`src/rtl/tiny_riscv_pkg.sv`:
```
// Constants shared by register_file, the core and the debug register dump engine,
// plus the dump engine's state type so benches can observe it by name.
package tiny_riscv_pkg;

    localparam int unsigned XLEN           = 32;
    localparam int unsigned NUM_REGS       = 32;
    localparam int unsigned REG_ADDR_WIDTH = $clog2(NUM_REGS);

    typedef enum logic [1:0] {
        IDLE,
        FETCH,
        SHIFT,
        DONE
    } register_dump_state_t;

endpackage

```
`src/rtl/word_serializer.sv`:
```
// Shifts one XLEN-bit word out LSB first over a valid/ready link; a load pulse
// captures the word, and last_bit_accepted flags the handshake of the final bit.
module word_serializer
    import tiny_riscv_pkg::*;
#(
    parameter int unsigned WIDTH = XLEN
) (
    input  logic             clock,
    input  logic             reset,
    input  logic             load,
    input  logic [WIDTH-1:0] word,
    input  logic             serial_ready,
    output logic             serial_out,
    output logic             serial_valid,
    output logic             frame_start,
    output logic             last_bit_accepted
);

    localparam int unsigned COUNT_WIDTH = $clog2(WIDTH);

    logic [WIDTH-1:0]       shift_q;
    logic [COUNT_WIDTH-1:0] bit_count_q;
    logic                   valid_q;
    logic                   transfer;

    assign transfer          = valid_q && serial_ready;
    assign last_bit_accepted = transfer && (bit_count_q == COUNT_WIDTH'(WIDTH - 1));

    always_ff @(posedge clock) begin
        if (reset) begin
            shift_q     <= '0;
            bit_count_q <= '0;
            valid_q     <= 1'b0;
        end else if (load) begin
            shift_q     <= word;
            bit_count_q <= '0;
            valid_q     <= 1'b1;
        end else if (transfer) begin
            shift_q <= shift_q >> 1;
            if (last_bit_accepted) begin
                bit_count_q <= '0;
                valid_q     <= 1'b0;
            end else begin
                bit_count_q <= bit_count_q + 1'b1;
            end
        end
    end

    // Data and framing are forced low whenever nothing valid is on the link.
    assign serial_valid = valid_q;
    assign serial_out   = valid_q && shift_q[0];
    assign frame_start  = valid_q && (bit_count_q == '0);

endmodule

```
`src/rtl/register_dump.sv`:
```
// Debug read-out engine: walks a (wrapping) register address range on the
// register file's second read port and streams each word out serially.
module register_dump
    import tiny_riscv_pkg::*;
#(
    parameter int unsigned NUM_REGS   = tiny_riscv_pkg::NUM_REGS,
    parameter int unsigned XLEN       = tiny_riscv_pkg::XLEN,
    parameter int unsigned ADDR_WIDTH = REG_ADDR_WIDTH
) (
    input  logic                  clock,
    input  logic                  reset,
    input  logic                  start,
    input  logic [ADDR_WIDTH-1:0] first_address,
    input  logic [ADDR_WIDTH-1:0] last_address,
    output logic [ADDR_WIDTH-1:0] read_address,
    input  logic [XLEN-1:0]       read_data,
    output logic                  serial_out,
    output logic                  serial_valid,
    input  logic                  serial_ready,
    output logic                  frame_start,
    output logic                  busy,
    output logic                  done
);

    register_dump_state_t  state_q, state_d;
    logic [ADDR_WIDTH-1:0] address_q;
    logic [ADDR_WIDTH-1:0] last_q;
    logic                  load;
    logic                  accept_start;
    logic                  advance;
    logic                  last_bit_accepted;

    always_comb begin
        state_d      = state_q;
        load         = 1'b0;
        accept_start = 1'b0;
        advance      = 1'b0;
        busy         = 1'b1;
        done         = 1'b0;
        case (state_q)
            IDLE: begin
                busy = 1'b0;
                if (start) begin
                    accept_start = 1'b1;
                    state_d      = FETCH;
                end
            end
            FETCH: begin
                load    = 1'b1;
                state_d = SHIFT;
            end
            SHIFT: begin
                if (last_bit_accepted) begin
                    if (address_q == last_q) begin
                        state_d = DONE;
                    end else begin
                        advance = 1'b1;
                        state_d = FETCH;
                    end
                end
            end
            DONE: begin
                done    = 1'b1;
                state_d = IDLE;
            end
            default: state_d = IDLE;
        endcase
    end

    // The address counter doubles as read_address, so it only moves on FETCH entry.
    always_ff @(posedge clock) begin
        if (reset) begin
            state_q   <= IDLE;
            address_q <= '0;
            last_q    <= '0;
        end else begin
            state_q <= state_d;
            if (accept_start) begin
                address_q <= first_address;
                last_q    <= last_address;
            end else if (advance) begin
                address_q <= (address_q == ADDR_WIDTH'(NUM_REGS - 1)) ? '0 : address_q + 1'b1;
            end
        end
    end

    assign read_address = address_q;

    word_serializer #(
        .WIDTH(XLEN)
    ) u_word_serializer (
        .clock             (clock),
        .reset             (reset),
        .load              (load),
        .word              (read_data),
        .serial_ready      (serial_ready),
        .serial_out        (serial_out),
        .serial_valid      (serial_valid),
        .frame_start       (frame_start),
        .last_bit_accepted (last_bit_accepted)
    );

endmodule

```
`config.mk`:
```
export PLATFORM = sky130hd
export DESIGN_NAME = register_dump
export DESIGN_NICKNAME = d
export VERILOG_FILES = /design/src/rtl/tiny_riscv_pkg.sv /design/src/rtl/word_serializer.sv /design/src/rtl/register_dump.sv
export SDC_FILE = /design/constraint.sdc
export NUM_CORES = 1
export LEC_CHECK = 0
export ABC_AREA = 1
export ABC_CLOCK_PERIOD_IN_PS = 2910
export BUFFER_PORTS_ARGS = -buffer_cell sky130_fd_sc_hd__buf_2
export CORE_MARGIN = 8
export CORE_UTILIZATION = 40
export DETAILED_ROUTE_END_ITERATION = 8
export PLACE_DENSITY_LB_ADDON = 0.08
export SLEW_MARGIN = 20
export SYNTH_ARGS = -nofsm -noshare
export SYNTH_HDL_FRONTEND = slang
export SYNTH_SLANG_ARGS = --single-unit
```
`constraint.sdc`:
```
create_clock -name clock -period 2.91 [get_ports clock]
set_input_delay 0.4365 -clock clock [delete_from_list [all_inputs] [get_ports clock]]
set_output_delay 0.4365 -clock clock [all_outputs]
set_load 0.01 [all_outputs]
```
# --- After elaboration in Yosys (flattened, before gate mapping) ---
# Cells that the tools add are included.
classes:
  n_eq_ne: 8
  reduce_logical: 12
  addsub: 2
  n_mux: 21
op_table:
  columns: ["cell", "n"]
  rows:
  - ["32-bit 2-to-1 mux", 2]
  - ["5-bit 2-to-1 mux", 4]
  - ["1-bit 2-to-1 mux", 11]
  - ["5-bit by 1-bit adder with 5-bit output (second input constant)", 2]
  - ["5-bit == test (second input constant)", 2]
  - ["2-bit case mux with 4 select lines", 1]
  - ["2-bit 2-to-1 mux", 3]
  - ["2-bit nonzero test", 3]
  - ["5-bit == test", 1]
  - ["5-bit logical NOT", 1]
  - ["2-bit == test (second input constant)", 2]
  - ["1-bit logical AND", 4]
  - ["2-bit != test (second input constant)", 2]
  - ["2-bit AND reduction", 2]
  - ["2-bit by 1-bit == test with 1-bit output (second input constant)", 1]
  - ["2-bit logical NOT", 1]
  - ["2-bit OR reduction", 1]
totals:
  out_inout_bits: 10
  word_cells: 49
  in_bits: 46
  ff_bits: 50

# --- Longest topological paths before layout ---
# Gate-level depths: netlist of run 1.
depth:
  depth_word: 6
  ltp_mapped: 11
  ltp_nobuf: 11

# --- Cells and area by module ---
# Synthesis of run 1 repeated with hierarchy kept, for this count alone.
hier_totals:
  hier_cells: 409
  hier_area_um2: 2753.9
modules_own_cells:
  columns: ["module", "area_per_inst_um2", "seq_area_each_um2", "cells_per_inst", "n_inst"]
  rows:
  - ["word_serializer", 2047.0, 760.7, 294, 1]
  - ["register_dump", 706.9, 240.2, 115, 1]

# --- Least setup slack after synthesis of run 1 ---
# OpenSTA, ideal clock, no wires.
synth_timing:
  path_kind: "reg2reg"
  from: "register u_word_serializer.bit_count_q[1]"
  to: "register address_q[0], in the netlist read_address[0]"
  t_arrival_ns: 1.313
  period_less_slack_ns: 1.428
  n_path_buf: 0
  stages_incl_launch_ff: 10
  path_slack_ns: 1.482
  required_time_ns: 2.795
  setup_ns: 0.115
  path_cell_list: "dfxtp_1 ha_1 nand2_1 nor2_1 ha_1 nand2_4 nor3_4 nand2_4 a21oi_1 nor2_1"
synth_between:
  elab_chain_cells: 5
synth_lines:
  columns: ["element", "line", "text"]
  rows:
  - ["from (decl)", "word_serializer.sv:22", "logic [COUNT_WIDTH-1:0] bit_count_q;"]
  - ["from (signal assigned)", "word_serializer.sv:44", "bit_count_q <= bit_count_q + 1'b1;"]
  - ["5-bit == test", "word_serializer.sv:27", "assign last_bit_accepted = transfer && (bit_count_q == COUNT_WIDTH'(WIDTH - 1));"]
  - ["1-bit logical AND", "word_serializer.sv:27", null]
  - ["1-bit 2-to-1 mux", "register_dump.sv:53", "if (last_bit_accepted) begin"]
  - ["1-bit 2-to-1 mux", "register_dump.sv:40", "case (state_q)"]
  - ["2-bit nonzero test (no source line)", null, null]
  - ["to (signal assigned)", "register_dump.sv:79", "address_q <= first_address;"]
  - ["to (signal assigned)", "register_dump.sv:82", "address_q <= (address_q == ADDR_WIDTH'(NUM_REGS - 1)) ? '0 : address_q + 1'b1;"]
  - ["to (decl)", "register_dump.sv:26", "logic [ADDR_WIDTH-1:0] address_q;"]
# Every way passes these cells.
# A chain may end at the register's enable or synchronous reset.

# --- Final worst setup path of run 1 ---
layout_timing:
  from: "register state_q[0]"
  to: "register address_q[0], in the netlist read_address[0]"
layout_between:
  elab_chain_cells: 3
  word_cells_on_any_way: 6
  classes_between: "eq/ne: 1; mux: 3; reduce/logical: 2"
layout_lines:
  columns: ["element", "line", "text"]
  rows:
  - ["from (decl)", "register_dump.sv:25", "register_dump_state_t state_q, state_d;"]
  - ["from (signal assigned)", "register_dump.sv:77", "state_q <= state_d;"]
  - ["2-bit == test or 2-bit logical NOT (tied branches)", "register_dump.sv:40", null]
  - ["1-bit 2-to-1 mux", "register_dump.sv:40", null]
  - ["2-bit nonzero test (no source line) or 5-bit 2-to-1 mux (tied branches)", null, null]
# Several ways; a longest one is shown, not always the timed one.

==> results of run 1 <==
-- cells in the mapped netlist (2+ instances only) --
library cell / number / area [sq um]
a21oi_1: 36 / 180.2
a31oi_1: 3 / 18.77
buf_2: 5 / 25.02
buf_4: 4 / 30.03
buf_6: 4 / 45.04
clkbuf_1: 5 / 18.77
dfxtp_1: 50 / 1001
ha_1: 5 / 62.56
inv_1: 23 / 86.33
inv_2: 2 / 7.510
nand2_1: 121 / 454.2
nand2_4: 5 / 56.30
nand3_1: 13 / 65.06
nor2_1: 29 / 108.9
nor3_1: 4 / 20.02
o21ai_0: 30 / 150.1
o21ai_1: 4 / 20.02
o221ai_1: 3 / 26.28
xnor2_1: 2 / 17.52
-- state kept, by name, indices dropped and copies added, names as in the netlist --
name / count
u_word_serializer.bit_count_q: 5
read_address: 5
u_word_serializer.shift_q: 32
state_q: 2
u_word_serializer.serial_valid: 1
last_q: 5
-- routing by layer --
| layer | global-route usage (%) | wire (um) |
|---|---|---|
| met1 | 16.77 | 2775 |
| met2 | 20.92 | 2621 |
| met3 | 5.000 | 351 |
| met4 | 3.121 | 52 |
| met5 | 0 | 8 |
-- kinds of logic (layout without fill, tap and decap cells) --
| logic type | after synthesis | count (layout) |
|---|---|---|
| buffers and inverters | 44 | 90 |
| DFF | 50 | 50 |
| xor gates and xnor gates | 3 | 3 |
| AOI/OAI and AO/OA | 79 | 79 |
| and+or+nand+nor | 175 | 175 |
| adders and majority gates | 5 | 5 |
-- worst paths after layout --
path,depth (start not counted),slack [ns],end,startpoint
min,3,0.37,state_q[0]$_SDFFE_PP0P_,start
max reg2reg,7,1.06,read_address[0]$_SDFFE_PP0P_,state_q[0]$_SDFFE_PP0P_
min reg2reg,2,0.47,u_word_serializer.shift_q[24]$_SDFFE_PP0P_,u_word_serializer.shift_q[24]$_SDFFE_PP0P_
max,7,1.06,read_address[0]$_SDFFE_PP0P_,state_q[0]$_SDFFE_PP0P_
-- placed cells by master, fill, tap and decap left out --
cell type | synthesis | layout
nand2_1 | 121 | 121
buf_2 | 5 | 55
dfxtp_1 | 50 | 50
a21oi_1 | 36 | 36
o21ai_0 | 30 | 30
nor2_1 | 29 | 29
inv_1 | 23 | 23
nand3_1 | 13 | 13
clkbuf_8 | 0 | 6
nand2_4 | 5 | 5
ha_1 | 5 | 5
nor3_1 | 4 | 4
o21ai_1 | 4 | 4
o221ai_1 | 3 | 3
a31oi_1 | 3 | 3
inv_2 | 2 | 2
xnor2_1 | 2 | 2
bufinv_16 | 0 | 2
nor3b_1 | 1 | 1
clkinv_2 | 1 | 1
o211ai_1 | 1 | 1
nor3_4 | 1 | 1
xor2_1 | 1 | 1
a21boi_0 | 1 | 1
a211oi_2 | 1 | 1
nand4_1 | 1 | 1
buf_4 | 4 | 1
-- worst max-delay path, delay by kind of cell, from the launching register on --
| family | cells | cell delay, ns |
|---|---|---|
| buf+inv | 1 | 0.27 |
| flops | 1 | 0.51 |
| simple gates | 4 | 0.77 |
| compound gates | 2 | 0.21 |
-- area by class of cell --
| class | count | area [sq um] |
|---|---|---|
| fillers | 658 | 3090 |
| clock inverters | 2 | 60.06 |
| clock buffers | 6 | 82.58 |
| multi-input cells | 262 | 1246 |
| flip-flops and latches | 50 | 1001 |
| repair buffers | 56 | 282.8 |
| inverters | 26 | 98.84 |
| well taps | 75 | 93.84 |
-- report_power, final --
| group | internal, mW | switching [mW] |
|---|---|---|
| logic | 0.145 | 0.237 |
| registers | 0.769 | 0.0559 |
| clock network | 0.367 | 0.239 |
-- through the flow --
| stage | cells | setup slack, ns |
|---|---|---|
| 6_report | 477 | 1.056 |
| 5_1_grt | 477 | 0.8314 |
| 4_1_cts | 477 | 1.073 |
| 3_5_place_dp | 469 | 1.048 |
| 3_3_place_gp | 469 | 1.075 |
| 2_1_floorplan | 356 | 1.482 |
==> results.sh, run 1 <==
export IMPL_status="finished clean"
export IMPL_routed_wl_mm=5.808
export IMPL_finalPower_mw=1.813
export IMPL_initial_core_util_pct=41.39
export IMPL_period_share_pct=63.71
export IMPL_synth_area_per_cell_sq_um=6.924
export IMPL_hold_viol=0
export IMPL_post_route_drc_count=0
export IMPL_synth_area_sq_mm=0.002465
export IMPL_viasPerCell=4.788
export IMPL_cts_sinks=50
export IMPL_p_leak_nw=1.401
export IMPL_netlist_instances=356
export IMPL_hpwl_mm=3.879
export IMPL_crit_path_max_fanout=22
export IMPL_cts_tree="done"
export IMPL_synth_xor_area_share_pct=1.066
export IMPL_grt_ovfl_total=0
export IMPL_portBuffers=55
export IMPL_core_sq_mm=0.005956
export IMPL_grt_pass1_vias=2095
export IMPL_fin_nets=452
export IMPL_ys_warn_count=0
export IMPL_synthFlopType="dfxtp_1"
export IMPL_critPathArrivalTime_ns=2.06
export IMPL_die_x_um=94.50
export IMPL_cellPowerDensity_mw_per_mm2=632.8
export IMPL_cts_hold_buffers=0
export IMPL_clkLatencyLatePin_ns=0.30
export IMPL_synth_mux_area_share_pct=0
export IMPL_fin_tns_setup_ns=0
export IMPL_cp_start_kind="flop"
export IMPL_fmax_mhz=539.4
export IMPL_fp_dieH_um=94.50
export IMPL_skew_ns=0.008959
export IMPL_rsz0062_at_grt="false"
export IMPL_grt_pass1_wl_mm=9.708
export IMPL_final_min_clock_period_ns=1.854
export IMPL_area_growth_pct=16.24
export IMPL_post_route_cell_area_sq_mm=0.002865
export IMPL_required_ns=3.11
export IMPL_crit_type="reg -> reg"
export IMPL_vias=2284
export IMPL_final_util_pct=48.11
export IMPL_grt_antenna_before_repair=1
export IMPL_drtPass1Iterations=4
export IMPL_fp_row_count=28
export IMPL_pin_count=56
export IMPL_cts_buffers=5
export IMPL_synthDistinctLibCells=27
export IMPL_slowest_stage="dfxtp_1"
export IMPL_hp_class="in -> reg"
export IMPL_slew_violations=0
export IMPL_tightestPinTransition_ns=0.6662
export IMPL_crit_path_end_kind="flop"
export IMPL_crit_chain="nor2_1 > nand2_1 > inv_1 > nand2_1 > o21ai_0 > a21oi_1 > nor2_1"
export IMPL_gp_congestion=0.7607
export IMPL_ant_nets=0
export IMPL_first_iter_violations=115
export IMPL_die_area_sq_mm=0.008930
export IMPL_ys_seq_area_share_pct=40.61
export IMPL_antennaDiodeCount=0
export IMPL_post_dp_cell_area_sq_mm=0.002723
export IMPL_grt_max_degree=62
export IMPL_slew_headroom_pct=55.48
export IMPL_async_flop_share_pct=0
export IMPL_root_buffer="clkbuf_8"
export IMPL_cpPeakStageDelay_ns=0.51
export IMPL_post_cts_setup_buffers=0
export IMPL_synth_nets=407
export IMPL_whs_ns=0.3690
export IMPL_cts_resized=0
export IMPL_synth_top_family_by_area="simple AND/OR/NAND/NOR gates"
export IMPL_synth_compound_area_share_pct=17.16
export IMPL_synth_seq_cells=50
export IMPL_wl_per_cell_um=12.18
export IMPL_maxCapViolations=0
export IMPL_synth_simple_area_share_pct=29.80
export IMPL_drive_gt1_share_pct=18.41
export IMPL_synth_edf_count=0
export IMPL_ir_worst_vdd_mv=0.2529
export IMPL_setup_viol=0
export IMPL_clk_pin_slew_ns=0.09
export IMPL_cts_buffer_depth=2
export IMPL_synthAdderAreaFrac_pct=2.538
export IMPL_htree_num_levels=2
export IMPL_grtUsageTotal_pct=13.28
Power figures use the tool's default switching activity.
==> inputs of run 2 (changes only) <==
ABC_CLOCK_PERIOD_IN_PS = 1810   (was 2910)
clock period = 1.81 ns   (was 2.91 ns; I/O delays follow)
==> results.sh, run 2 (synthesized netlist as in run 1, its figures left out) <==
export IMPL_hold_viol=0
export IMPL_timing_rr_end="read_address[1]$_SDFFE_PP0P_"
export IMPL_setup_viol=0
export IMPL_largest_reg_flops=32
export IMPL_die_area_sq_mm=0.008930
export IMPL_crit_path_max_fanout=10
export IMPL_hpwl_mm=4.108
export IMPL_stdcell_count=483
export IMPL_crit_type="reg -> reg"
export IMPL_cts_tree="done"
export IMPL_final_min_clock_period_ns=1.643
export IMPL_post_route_drc_count=0
export IMPL_core_sq_mm=0.005956
export IMPL_rsz0062_at_grt="false"
export IMPL_fmax_mhz=608.5
export IMPL_required_ns=2.01
export IMPL_fp_row_count=28
export IMPL_fin_tns_setup_ns=0
export IMPL_period_share_pct=90.79
export IMPL_fp_dieH_um=94.50
export IMPL_fin_nets=458
export IMPL_grt_pass1_wl_mm=9.742
export IMPL_crit_path_end_kind="flop"
export IMPL_r2r_slack_ns=0.17
export IMPL_area_growth_pct=16.90
export IMPL_pre_cts_slack_ns=0.2060
export IMPL_clk_pin_slew_ns=0.09
export IMPL_pwr_share_seq_pct=47.9
export IMPL_comb_power_share_pct=23.2
export IMPL_post_route_cell_area_sq_mm=0.002882
export IMPL_clkLatencyLatePin_ns=0.31
export IMPL_drtPass1Iterations=6
export IMPL_tightestPinTransition_ns=0.5074
export IMPL_netSwitchingFraction_pct=31.25
export IMPL_cp_start_kind="flop"
export IMPL_slew_headroom_pct=66.13
export IMPL_ff2ff_path_depth=9
export IMPL_die_x_um=94.50
export IMPL_finalPower_mw=2.764
export IMPL_intPower_mw=1.901
export IMPL_gp_congestion=0.7859
export IMPL_cts_sinks=50
export IMPL_viasPerCell=4.787
export IMPL_final_common_cell="nand2_1"
export IMPL_p_leak_nw=1.409
export IMPL_layout_common_cells="121 x nand2_1, 55 x buf_2, 50 x dfxtp_1"
export IMPL_hp_start="start"
export IMPL_cellPowerDensity_mw_per_mm2=959.4
export IMPL_multi_input_area_sq_mm=0.001246
export IMPL_ant_nets=0
export IMPL_final_util_pct=48.38
export IMPL_maxCapViolations=0
export IMPL_critPathArrivalTime_ns=1.85
export IMPL_routed_wl_mm=5.833
export IMPL_post_cts_setup_buffers=0
export IMPL_htree_num_levels=2
export IMPL_grtUsageTotal_pct=13.43
export IMPL_portBuffers=55
export IMPL_initial_core_util_pct=41.39
export IMPL_dpl_cell_count=475
export IMPL_cts_hold_buffers=0
export IMPL_slew_violations=0
export IMPL_ir_worst_vdd_mv=0.4161
export IMPL_worstReg2RegStart="u_word_serializer.bit_count_q[1]$_SDFFE_PP0P_"
export IMPL_post_dp_cell_area_sq_mm=0.002768
export IMPL_top_register="u_word_serializer.shift_q"
export IMPL_grt_antenna_before_repair=1
export IMPL_cts_buffer_depth=2
export IMPL_regArea_sq_mm=0.001001
export IMPL_cts_buffers=5
export IMPL_wl_per_cell_um=12.08
export IMPL_antennaDiodeCount=0
export IMPL_pin_count=56
export IMPL_hp_class="in -> reg"
export IMPL_root_buffer="clkbuf_8"
export IMPL_layout_setup_ws_ns=0.1667
export IMPL_grt_pass1_vias=2190
export IMPL_hold_depth=3
export IMPL_clock_power_share_pct=28.9
export IMPL_whs_ns=0.1960
export IMPL_grt_max_degree=35
export IMPL_fill_cells=643
export IMPL_cts_resized=0
export IMPL_first_iter_violations=126
export IMPL_grt_ovfl_total=0
export IMPL_power_switching_mw=0.8640
export IMPL_drive_gt1_share_pct=19.61
export IMPL_hold_path_end="state_q[0]$_SDFFE_PP0P_"
export IMPL_skew_ns=0.01273
export IMPL_status="finished clean"
export IMPL_vias=2312
run 2: layer usage:
| metal | vias up | part of all wire (%) | GRT usage (%) |
|---|---|---|---|
| met2 | 35 | 46 | 21.90 |
| li1 | 1247 | - | - |
| met1 | 1019 | 47 | 16.07 |
| met4 | 2 | 1.2 | 5.332 |
| met5 | - | 0.14 | 0 |
| met3 | 9 | 5.9 | 4.206 |
run 2: area by class of cell:
type	count	share of cell area (%)
Inverter	26	3.430
Tap cell	75	3.257
Clock buffer	5	2.388
Sequential cell	50	34.74
Clock inverter	3	1.563
Timing Repair Buffer	62	11.38
Multi-Input combinational cell	262	43.25
run 2: worst max-delay path: stages, from the launching register on:
cell,delay [ns]
dfxtp_1,0.38
ha_1,0.19
nand2_1,0.07
nor2_1,0.12
ha_1,0.21
nand2_4,0.08
nor3_4,0.15
nand2_4,0.12
a21oi_1,0.16
nor2_1,0.07
run 2: power groups by stage:
stage | sequential (mW) | combinational [mW] | clock (mW)
after floorplan | 1.34 | 0.490 | 0
after global placement | 1.35 | 0.646 | 0
after detailed placement | 1.35 | 0.649 | 0
after CTS | 1.32 | 0.652 | 0.829
after global routing | 1.34 | 0.747 | 0.885
final | 1.32 | 0.641 | 0.800
run 2: worst max path at each step:
stage | from | endpoint | slack, ns | cells after the start
finish | u_word_serializer.bit_count_q[1]$_SDFFE_PP0P_ | read_address[1]$_SDFFE_PP0P_ | 0.17 | 9
global route | u_word_serializer.bit_count_q[1]$_SDFFE_PP0P_ | read_address[3]$_SDFFE_PP0P_ | 0.04 | 10
CTS | u_word_serializer.bit_count_q[1]$_SDFFE_PP0P_ | read_address[1]$_SDFFE_PP0P_ | 0.18 | 9
detailed placement | u_word_serializer.bit_count_q[1]$_SDFFE_PP0P_ | read_address[1]$_SDFFE_PP0P_ | 0.21 | 9
global placement | u_word_serializer.bit_count_q[1]$_SDFFE_PP0P_ | read_address[3]$_SDFFE_PP0P_ | 0.29 | 9
floorplan | u_word_serializer.bit_count_q[1]$_SDFFE_PP0P_ | read_address[0]$_SDFFE_PP0P_ | 0.38 | 9
